## config.mk

```make
export PLATFORM = sky130hd
export DESIGN_NAME = bf16_argmax_ctrl
export DESIGN_NICKNAME = d
export VERILOG_FILES = /design/src/rtl/bf16_ctrl_pkg.sv /design/src/rtl/bf16_cmp.sv /design/src/rtl/bf16_argmax_ctrl.sv
export SDC_FILE = /design/constraint.sdc
export NUM_CORES = 1
export LEC_CHECK = 0
export BUFFER_PORTS_ARGS = -buffer_cell sky130_fd_sc_hd__buf_4
export CAP_MARGIN = 20
export CORE_ASPECT_RATIO = 0.75
export CORE_MARGIN = 2
export CORE_UTILIZATION = 40
export DETAILED_ROUTE_END_ITERATION = 8
export PLACE_DENSITY_LB_ADDON = 0.05
export SYNTH_ARGS = -nofsm -noshare
export SYNTH_HDL_FRONTEND = slang
export SYNTH_SLANG_ARGS = --single-unit
export TNS_END_PERCENT = 100
```

## constraint.sdc

```tcl
create_clock -name clk_i -period 6.65 [get_ports clk_i]
set_clock_uncertainty 0.05 [all_clocks]
set_input_delay 0 -clock clk_i [delete_from_list [all_inputs] [get_ports clk_i]]
set_output_delay 0 -clock clk_i [all_outputs]
set_load 0.03 [all_outputs]
```

## src/rtl/bf16_ctrl_pkg.sv

```systemverilog
// Shared types and helpers for the bf16 argmax/argmin controller.
//   state_e      : controller FSM states
//   BF16_EXP_MAX : all-ones bf16 exponent (inf / NaN)
//   is_nan()     : true for exponent all-ones with a nonzero fraction
package bf16_ctrl_pkg;

    typedef enum logic [1:0] {
        ST_IDLE = 2'd0,
        ST_RUN  = 2'd1,
        ST_DONE = 2'd2
    } state_e;

    localparam logic [7:0] BF16_EXP_MAX = 8'hFF;

    function automatic logic is_nan(input logic [15:0] x);
        return (x[14:7] == BF16_EXP_MAX) && (x[6:0] != 7'd0);
    endfunction

endpackage

```

## src/rtl/bf16_cmp.sv

```systemverilog
// Combinational bf16 comparator over ordered (non-NaN) operands.
//   a_i, b_i           : bf16 operands
//   doEq_i/doLt_i/doLe_i : select which relations assert res_o
//   res_o              : OR of the selected relations; 0 when either side is NaN
// +0 and -0 compare equal.
module bf16_cmp
    import bf16_ctrl_pkg::*;
(
    input  logic [15:0] a_i,
    input  logic [15:0] b_i,
    input  logic        doEq_i,
    input  logic        doLt_i,
    input  logic        doLe_i,
    output logic        res_o
);

    logic unordered;
    logic both_zero;
    logic eq;
    logic lt;

    always_comb begin
        unordered = is_nan(a_i) || is_nan(b_i);
        both_zero = (a_i[14:0] == 15'd0) && (b_i[14:0] == 15'd0);
        eq        = both_zero || (a_i == b_i);
        if (a_i[15] != b_i[15]) begin
            // Differing signs: the negative side is smaller unless both are zero.
            lt = a_i[15] && !both_zero;
        end else if (!a_i[15]) begin
            lt = a_i[14:0] < b_i[14:0];
        end else begin
            // Both negative: larger magnitude is the smaller value.
            lt = a_i[14:0] > b_i[14:0];
        end
        res_o = !unordered && ((doEq_i && eq) || (doLt_i && lt) || (doLe_i && (lt || eq)));
    end

endmodule

```

## src/rtl/bf16_argmax_ctrl.sv

```systemverilog
// Streaming bf16 argmax/argmin reduction controller.
//   clk_i, rst_ni             : clock, async active-low reset
//   start_i, mode_i, len_i    : kick off a reduction (mode 0 = argmax, 1 = argmin)
//   abort_i                   : cancel current operation, back to IDLE
//   in_valid_i/in_ready_o, in_data_i : element stream
//   res_valid_o/res_ready_i, res_val_o, res_idx_o, res_nan_o : result
//   busy_o                    : not IDLE
module bf16_argmax_ctrl
    import bf16_ctrl_pkg::*;
#(
    parameter int MAX_LEN = 256,
    localparam int CNT_W  = $clog2(MAX_LEN) + 1
) (
    input  logic             clk_i,
    input  logic             rst_ni,
    input  logic             start_i,
    input  logic             mode_i,
    input  logic [CNT_W-1:0] len_i,
    input  logic             abort_i,
    input  logic             in_valid_i,
    output logic             in_ready_o,
    input  logic [15:0]      in_data_i,
    output logic             res_valid_o,
    input  logic             res_ready_i,
    output logic [15:0]      res_val_o,
    output logic [CNT_W-1:0] res_idx_o,
    output logic             res_nan_o,
    output logic             busy_o
);

    state_e           state_q, state_d;
    logic             mode_q, mode_d;
    logic [CNT_W-1:0] len_q, len_d;
    logic [CNT_W-1:0] cnt_q, cnt_d;
    logic [15:0]      best_q, best_d;
    logic [CNT_W-1:0] idx_q, idx_d;
    logic             nan_q, nan_d;

    logic [15:0] op_a, op_b;
    logic        cmp_lt;
    logic        accept;
    logic        replace;

    // One shared comparator; argmax asks best < x, argmin asks x < best.
    assign op_a = mode_q ? in_data_i : best_q;
    assign op_b = mode_q ? best_q    : in_data_i;

    bf16_cmp u_cmp (
        .a_i    (op_a),
        .b_i    (op_b),
        .doEq_i (1'b0),
        .doLt_i (1'b1),
        .doLe_i (1'b0),
        .res_o  (cmp_lt)
    );

    // Pure state decodes: no path from in_valid_i / res_ready_i.
    assign in_ready_o  = (state_q == ST_RUN);
    assign res_valid_o = (state_q == ST_DONE);
    assign busy_o      = (state_q != ST_IDLE);
    assign res_val_o   = best_q;
    assign res_idx_o   = idx_q;
    assign res_nan_o   = nan_q;

    assign accept  = in_valid_i && in_ready_o;
    // A NaN incumbent yields to any ordered value; the comparator itself
    // never selects a NaN challenger.
    assign replace = (is_nan(best_q) && !is_nan(in_data_i)) || cmp_lt;

    always_comb begin
        state_d = state_q;
        mode_d  = mode_q;
        len_d   = len_q;
        cnt_d   = cnt_q;
        best_d  = best_q;
        idx_d   = idx_q;
        nan_d   = nan_q;
        if (abort_i) begin
            state_d = ST_IDLE;
        end else begin
            unique case (state_q)
                ST_IDLE: begin
                    if (start_i) begin
                        mode_d  = mode_i;
                        len_d   = len_i;
                        cnt_d   = '0;
                        best_d  = 16'h0000;
                        idx_d   = '0;
                        nan_d   = 1'b0;
                        state_d = (len_i == '0) ? ST_DONE : ST_RUN;
                    end
                end
                ST_RUN: begin
                    if (accept) begin
                        cnt_d = cnt_q + CNT_W'(1);
                        if ((cnt_q == '0) || replace) begin
                            best_d = in_data_i;
                            idx_d  = cnt_q;
                        end
                        if (is_nan(in_data_i)) nan_d = 1'b1;
                        if (cnt_q == len_q - CNT_W'(1)) state_d = ST_DONE;
                    end
                end
                ST_DONE: begin
                    if (res_ready_i) state_d = ST_IDLE;
                end
                default: state_d = ST_IDLE;
            endcase
        end
    end

    always_ff @(posedge clk_i or negedge rst_ni) begin
        if (!rst_ni) begin
            state_q <= ST_IDLE;
            mode_q  <= 1'b0;
            len_q   <= '0;
            cnt_q   <= '0;
            best_q  <= 16'h0000;
            idx_q   <= '0;
            nan_q   <= 1'b0;
        end else begin
            state_q <= state_d;
            mode_q  <= mode_d;
            len_q   <= len_d;
            cnt_q   <= cnt_d;
            best_q  <= best_d;
            idx_q   <= idx_d;
            nan_q   <= nan_d;
        end
    end

endmodule

```

==> out/results.txt, run 1 <==
Status - completed
Setup crit start - res_val_o[14]
FF-to-FF End - res_val_o[11]
First-pass GRT wire length - 14100 um
Ports - 61
Mean Syn Cell Area - 8.88 sq um
CP startpoint kind - flip-flop
Vias - 3019
Post-Syn Nets - 407
# rows - 28
Sequential share of power - 38.9%
HPWL after DPL - 6140 um
Final setup viols - 0
Psw - 0.000329 W
Placed Cells - 520
DP Area - 3790 sq um
Critical Path, Cell by Cell - xor2_1 > or4_4 > nand4bb_1 > or4_4 > o21a_4 > o211ai_4 > o22ai_1
Tmin final - 3.33 ns
Fill count - 739
Final Hold Viols - 0
GR Util met3 - 3.61%
Worst-case reg-to-reg path depth - 7
GR Util met1 - 30.8%
Levels on crit path - 7
Detail Route Antenna Nets - 0
Power share of the combinational group - 34.7%
Clk slew on worst S/H paths - 0.09 ns
WP buf/inv - 0
Hold Crit Class - in -> reg
Die footprint - 9010 sq um
PortBufs - 60
CP top delay family - simple AND/OR/NAND/NOR gates
Fin crit share - 50.1%
Hold path start - in_data_i[0]
Cell Pwr Density - 224 nW/um^2
Ys flop type - dfrtp_1
Layout cells sized above 1 - 25.0%
Routed len/inst - 15.6 um
Crit-path max FO - 24
Fin worst setup slack - 3.32 ns
Worst path most repeated cell - or4_4
Core Area - 7950 sq um
Syn Inst Count - 372
WHS - 0.126 ns
Yosys cell types - 63
Hold EP - res_val_o[0]
Critical Path RT - 6.73 ns
CTS Root Cell - clkbuf_8
Max-cap violation count - 0
Crit end category - flip-flop
Detailed Route WL - 8710 um
Sw Share - 34.7%
CTS Buffer Depth - 2
Pre-CTS WS - 3.34 ns
Worst-Margin Slew - 1.06 ns
GR peak layer - met1
DRC Markers - 0
Number of enable flip-flop cells after synthesis - 0
Htree depth - 2
RSZ-0062 raised after global routing - no
Total CTS buffers - 5
GRT Util Overall - 20.1%
Max-slew headroom - 29.0%
Initial Utilization - 41.5%
Layout area overhead - 27.9%
FF+latch count, synth - 47
Clock latency on the worst-skew pair - 0.30 ns
Non-Filler Instances - 557
Post-synth ARST share - 100%
Die Ht - 82.7 um
# diodes - 0
RR Startpoint - res_val_o[14]
Sequential share of the synthesized area - 35.6%
Max Clk Rate - 0.300 GHz
Initial antenna violation count - 0
Nets - 486
Vias in the first global route - 2764
CTS tree - done
Chip width - 109 um
Max incr delay on CP - 0.84 ns
GRT overflow - 0
FF-to-FF setup slack - 3.32 ns
Drt first pass iters - 4
Clock group share of total power - 26.4%
Placer's final routability congestion estimate - 0.855
Critical path arrival - 3.41 ns
Worst hold path depth - 4
Crit path kind - reg -> reg
Ys Warns - 0
Peak supply drop - 0.141 mV
Post-DR vias/cell - 5.42
Setup TNS - 0 ns
Initial DRC count - 133
Cell internal pwr - 0.000618 W
Leak - 1.80 nW
Mapped cell area - 3300 sq um
Post-layout instance area - 4220 sq um
Clk sinks - 47
Slowest cell on crit path - o211ai_4
Post-CTS Resized - 0
Met2 Use GR - 29.5%
Pins over their slew limit - 0
Largest net degree at the start of global routing - 48
[power groups by stage]
stage / Combinational (W) / Sequential, W / Clock (W)
CTS: 0.000328 / 0.000368 / 0.000257
detailed placement: 0.000314 / 0.000374 / 0
finish: 0.000329 / 0.000368 / 0.000250
global placement: 0.000313 / 0.000372 / 0
floorplan: 0.000208 / 0.000383 / 0
global route: 0.000364 / 0.000376 / 0.000269
[sequential cells by signal (all words and copies together) (netlist names)]
signal and count:
res_val_o 16, cnt_q 9, len_q 9, res_idx_o 9, state_q 2, mode_q 1
res_nan_o 1
[worst max-delay path by stage]
stage                    endpoint  slack (ns)
finish              res_val_o[11]        3.32
global route        res_val_o[11]        3.02
CTS                 res_val_o[10]        3.33
detailed placement  res_val_o[10]        3.34
global placement     res_val_o[9]        3.33
floorplan           res_val_o[12]        3.84
[kinds of logic (layout without fill, tap and decap cells)]
family | Yosys count | count (layout) | share of synthesized area, %
adders and majority gates | 6 | 6 | 2.05
DFF | 47 | 47 | 35.6
muxes | 12 | 12 | 3.98
and+or+nand+nor | 155 | 155 | 23.0
xor gates and xnor gates | 26 | 26 | 6.90
buffers and inverters | 36 | 116 | 5.34
AOI/OAI and AO/OA | 90 | 90 | 23.1
[final cells by class]
type,instances,area (sq um),area share (%)
Clock buffer,6,72.6,1.72
Timing Repair Buffer,92,768,18.2
Tap cell,105,131,3.11
Multi-Input combinational cell,289,1950,46.3
Clock inverter,2,60.1,1.42
Sequential cell,47,1180,27.9
Inverter,16,60.1,1.42
[synthesized netlist by cell type, drive strengths merged (3+ instances only)]
library cell   n  area, sq um
nand2         67          251
dfrtp         47         1180
nor2          28          105
o22ai         23          269
o21ai         16         80.1
inv           15         56.3
a21oi         14         70.1
xor2          14          123
clkbuf        12         45.0
xnor2         12          105
mux2           9          101
nand2b         9         56.3
buf            8         71.3
nor4           8         50.1
nand4          7         43.8
nor2b          6         37.5
or4            6         52.6
nor3           5         25.0
nand3          4         20.0
or3            4         25.0
a211o          3         27.5
a211oi         3         22.5
a31oi          3         18.8
ha             3         37.5
maj3           3         30.0
mux2i          3         30.0
o211ai         3         36.3
[per-stage QoR]
step / utilization [%] / total power (W)
final: 53.1 / 0.000948
after global routing: 53.1 / 0.00101
after CTS: 52.9 / 0.000954
after detailed placement: 47.7 / 0.000688
after global placement: 47.7 / 0.000685
after floorplan: - / 0.000591
[timing repair]
item / CTS / global route
setup endpoints to repair: 0 / 0
hold buffers: 28 / 0
hold endpoints to repair: 77 / 0
setup buffers: 0 / 0
[cells in the final DEF, fill, tap and decap left out, types with 7 or more instances in the layout]
cell,instances
nor2_1,28
dlygate4sd3_1,28
nand2_1,67
buf_4,63
o22ai_2,20
nand2b_1,9
xor2_1,14
nand4_1,7
dfrtp_1,47
mux2_2,9
inv_1,15
a21oi_1,14
xnor2_1,12
o21ai_0,16
nor4_1,8
[routing by layer]
layer | up-vias | wire length (um)
li1 | 1489 | -
met1 | 1460 | 4590
met2 | 68 | 3660
met3 | 2 | 426
met4 | 0 | 34
met5 | - | 0
[worst reg2reg max path, cell delays in order, from the launching register on]
cell	delay (ns)
dfrtp_1	0.46
xor2_1	0.18
or4_4	0.56
nand4bb_1	0.25
or4_4	0.52
o21a_4	0.15
o211ai_4	0.84
o22ai_1	0.16
(Power assumes the default switching activity.)
==> run 2: changes to the inputs <==
==> constraint.sdc (replaced) <==
create_clock -name clk_i -period 2.8 [get_ports clk_i]
set_clock_uncertainty 0.05 [all_clocks]
set_input_delay 0 -clock clk_i [delete_from_list [all_inputs] [get_ports clk_i]]
set_output_delay 0 -clock clk_i [all_outputs]
set_load 0.03 [all_outputs]
==> out/results.txt, run 2 (synthesis results as in run 1) <==
Power share of the combinational group - 38.5% (+3.8 points)
Most frequent cells in the layout - buf_4 (79), nand2_1 (67), dfrtp_1 (46)
Peak supply drop - 0.328 mV (+130%)
PortBufs - 60 (unchanged)
Leak - 1.92 nW (+6.6%)
Worst-Margin Slew - 0.635 ns (-0.425 ns)
GR Util met1 - 33.4% (+2.6 points)
Routed len/inst - 16.4 um (+4.9%)
Initial Utilization - 41.5% (unchanged)
Crit path kind - reg -> reg
HPWL after DPL - 6370 um (+3.6%)
First-pass GRT wire length - 14800 um (+4.7%)
Nets - 505 (+3.9%)
GRT overflow - 0 (unchanged)
# rows - 28 (unchanged)
Crit end category - flip-flop
Sw Share - 35.5% (+0.73 points)
CTS tree - done
Met2 Use GR - 30.3% (+0.81 points)
Total CTS buffers - 5 (unchanged)
Detail Route Antenna Nets - 0 (unchanged)
Critical Path RT - 2.94 ns (-3.79 ns)
WHS - 0.106 ns (-0.0198 ns)
Post-Route Utilization - 55.9% (+2.8 points)
CP startpoint kind - flip-flop
Cell internal pwr - 0.00153 W (+150%)
Fill count - 716 (-3.1%)
Largest register FFs - 16 (unchanged)
Tmin final - 2.73 ns (-0.609 ns)
Clk sinks - 47 (unchanged)
Ports - 61 (unchanged)
Clock group share of total power - 25.5% (-0.9 points)
Final Hold Viols - 0 (unchanged)
Status - completed
# diodes - 0 (unchanged)
Fin crit share - 97.3% (+47 points)
Chip width - 109 um (unchanged)
Psw - 0.000840 W (+160%)
CTS Root Cell - clkbuf_8
DRC Markers - 0 (unchanged)
Htree depth - 2 (unchanged)
Die Ht - 82.7 um (unchanged)
Detailed Route WL - 9440 um (+8.5%)
GR Util met3 - 3.22% (-0.39 points)
Crit-path max FO - 6 (-75%)
Initial DRC count - 234 (+76%)
Max-slew headroom - 57.7% (+29 points)
Max-cap violation count - 0 (unchanged)
Post-DR vias/cell - 5.47 (+0.90%)
GR peak layer - met1
Cell Pwr Density - 533 nW/um^2 (+140%)
Final setup viols - 0 (unchanged)
Initial antenna violation count - 0 (unchanged)
GRT Util Overall - 21.2% (+1.2 points)
Critical path arrival - 2.87 ns (-0.54 ns)
Layout cells sized above 1 - 29.3% (+4.3 points)
Die footprint - 9010 sq um (unchanged)
Clock latency on the worst-skew pair - 0.30 ns (about the same)
CTS Buffer Depth - 2 (unchanged)
Layout area overhead - 34.6%
Commonest non-fill, non-tap cell in the layout - buf_4
Vias in the first global route - 2854 (+3.3%)
Hold Crit Class - in -> reg
Drt first pass iters - 6 (+2)
Vias - 3150 (+4.3%)
Placer's final routability congestion estimate - 0.839 (-1.8%)
Pins over their slew limit - 0 (unchanged)
Largest net degree at the start of global routing - 48 (unchanged)
Sequential share of power - 36.0% (-2.9 points)
Max Clk Rate - 0.367 GHz (+22%)
Clk slew on worst S/H paths - 0.09 ns (about the same)
Core Area - 7950 sq um (unchanged)
[run 2: cell count changes in the layout (fill, tap and decap cells not counted), sizes merged]
cell | before | now
clkbuf | 6 | 7
o211a | 1 | 2
buf | 64 | 81
[run 2: worst paths after layout]
kind | slack (ns) | start | endpoint | cells after the start
min reg2reg | 0.50 | res_idx_o[5] | res_idx_o[5] | 2
min | 0.11 | in_data_i[0] | res_val_o[0] | 4
max | 0.07 | res_val_o[3] | res_val_o[10] | 9
min in group asynchronous | 0.19 | rst_ni | res_idx_o[2] | 2
max reg2reg | 0.07 | res_val_o[3] | res_val_o[10] | 9
max in group asynchronous | 2.06 | rst_ni | res_val_o[14] | 2
[run 2: power by group through the flow]
stage,combinational [W],sequential [W],clock [W]
after floorplan,0.000494,0.000910,0
after global placement,0.000823,0.000863,0
after detailed placement,0.000828,0.000864,0
after CTS,0.000864,0.000850,0.000610
after global routing,0.000997,0.000866,0.000639
final,0.000912,0.000852,0.000604
[run 2: worst max-delay path, stage by stage (launching register included)]
cell and delay (ns):
dfrtp_1 0.43, or4_1 0.55, or4_4 0.52, o31ai_2 0.22, a22oi_1 0.15, nand2_1 0.14
nand2_1 0.12, o211ai_4 0.15, clkbuf_16 0.22, o22ai_1 0.06
[run 2: final cells by class]
| class | count | area, sq um | share of cell area (%) |
|---|---|---|---|
| Multi-Input combinational cell | 290 | 2010 | 45.1 |
| Sequential cell | 47 | 1180 | 26.5 |
| Timing Repair Buffer | 110 | 938 | 21.1 |
| Tap cell | 105 | 131 | 2.96 |
| Clock buffer | 6 | 72.6 | 1.63 |
| Clock inverter | 2 | 60.1 | 1.35 |
| Inverter | 16 | 60.1 | 1.35 |
[run 2: timing repair]
| item | in CTS | in global routing |
|---|---|---|
| hold buffers | 28 | 0 |
| endpoints found under the hold margin | 74 | 0 |
| gates cloned | 0 | 2 |
| pin swaps | 1 | 4 |
| endpoints found under the setup margin | 3 | 25 |
| gates resized for setup | 0 | 7 |
| setup buffers | 0 | 2 |
[run 2: through the flow]
stage | total power (W) | setup WS [ns] | instances | instance area, sq um | TNS (ns)
final | 0.00237 | 0.0747 | 576 | 4450 | 0
after global routing | 0.00250 | -0.00252 | 576 | 4450 | -0.00252
after CTS | 0.00232 | 0.0191 | 572 | 4350 | 0
after detailed placement | 0.00169 | 0.0223 | 536 | 3940 | 0
after global placement | 0.00169 | 0.0632 | 536 | 3940 | 0
after floorplan | 0.00140 | 0.00874 | 372 | 3300 | 0
[run 2: per-layer routing]
metal | wire length [um] | vias up
li1 | - | 1534
met1 | 4920 | 1501
met2 | 3830 | 106
met3 | 614 | 9
met4 | 81 | 0
met5 | 0 | -
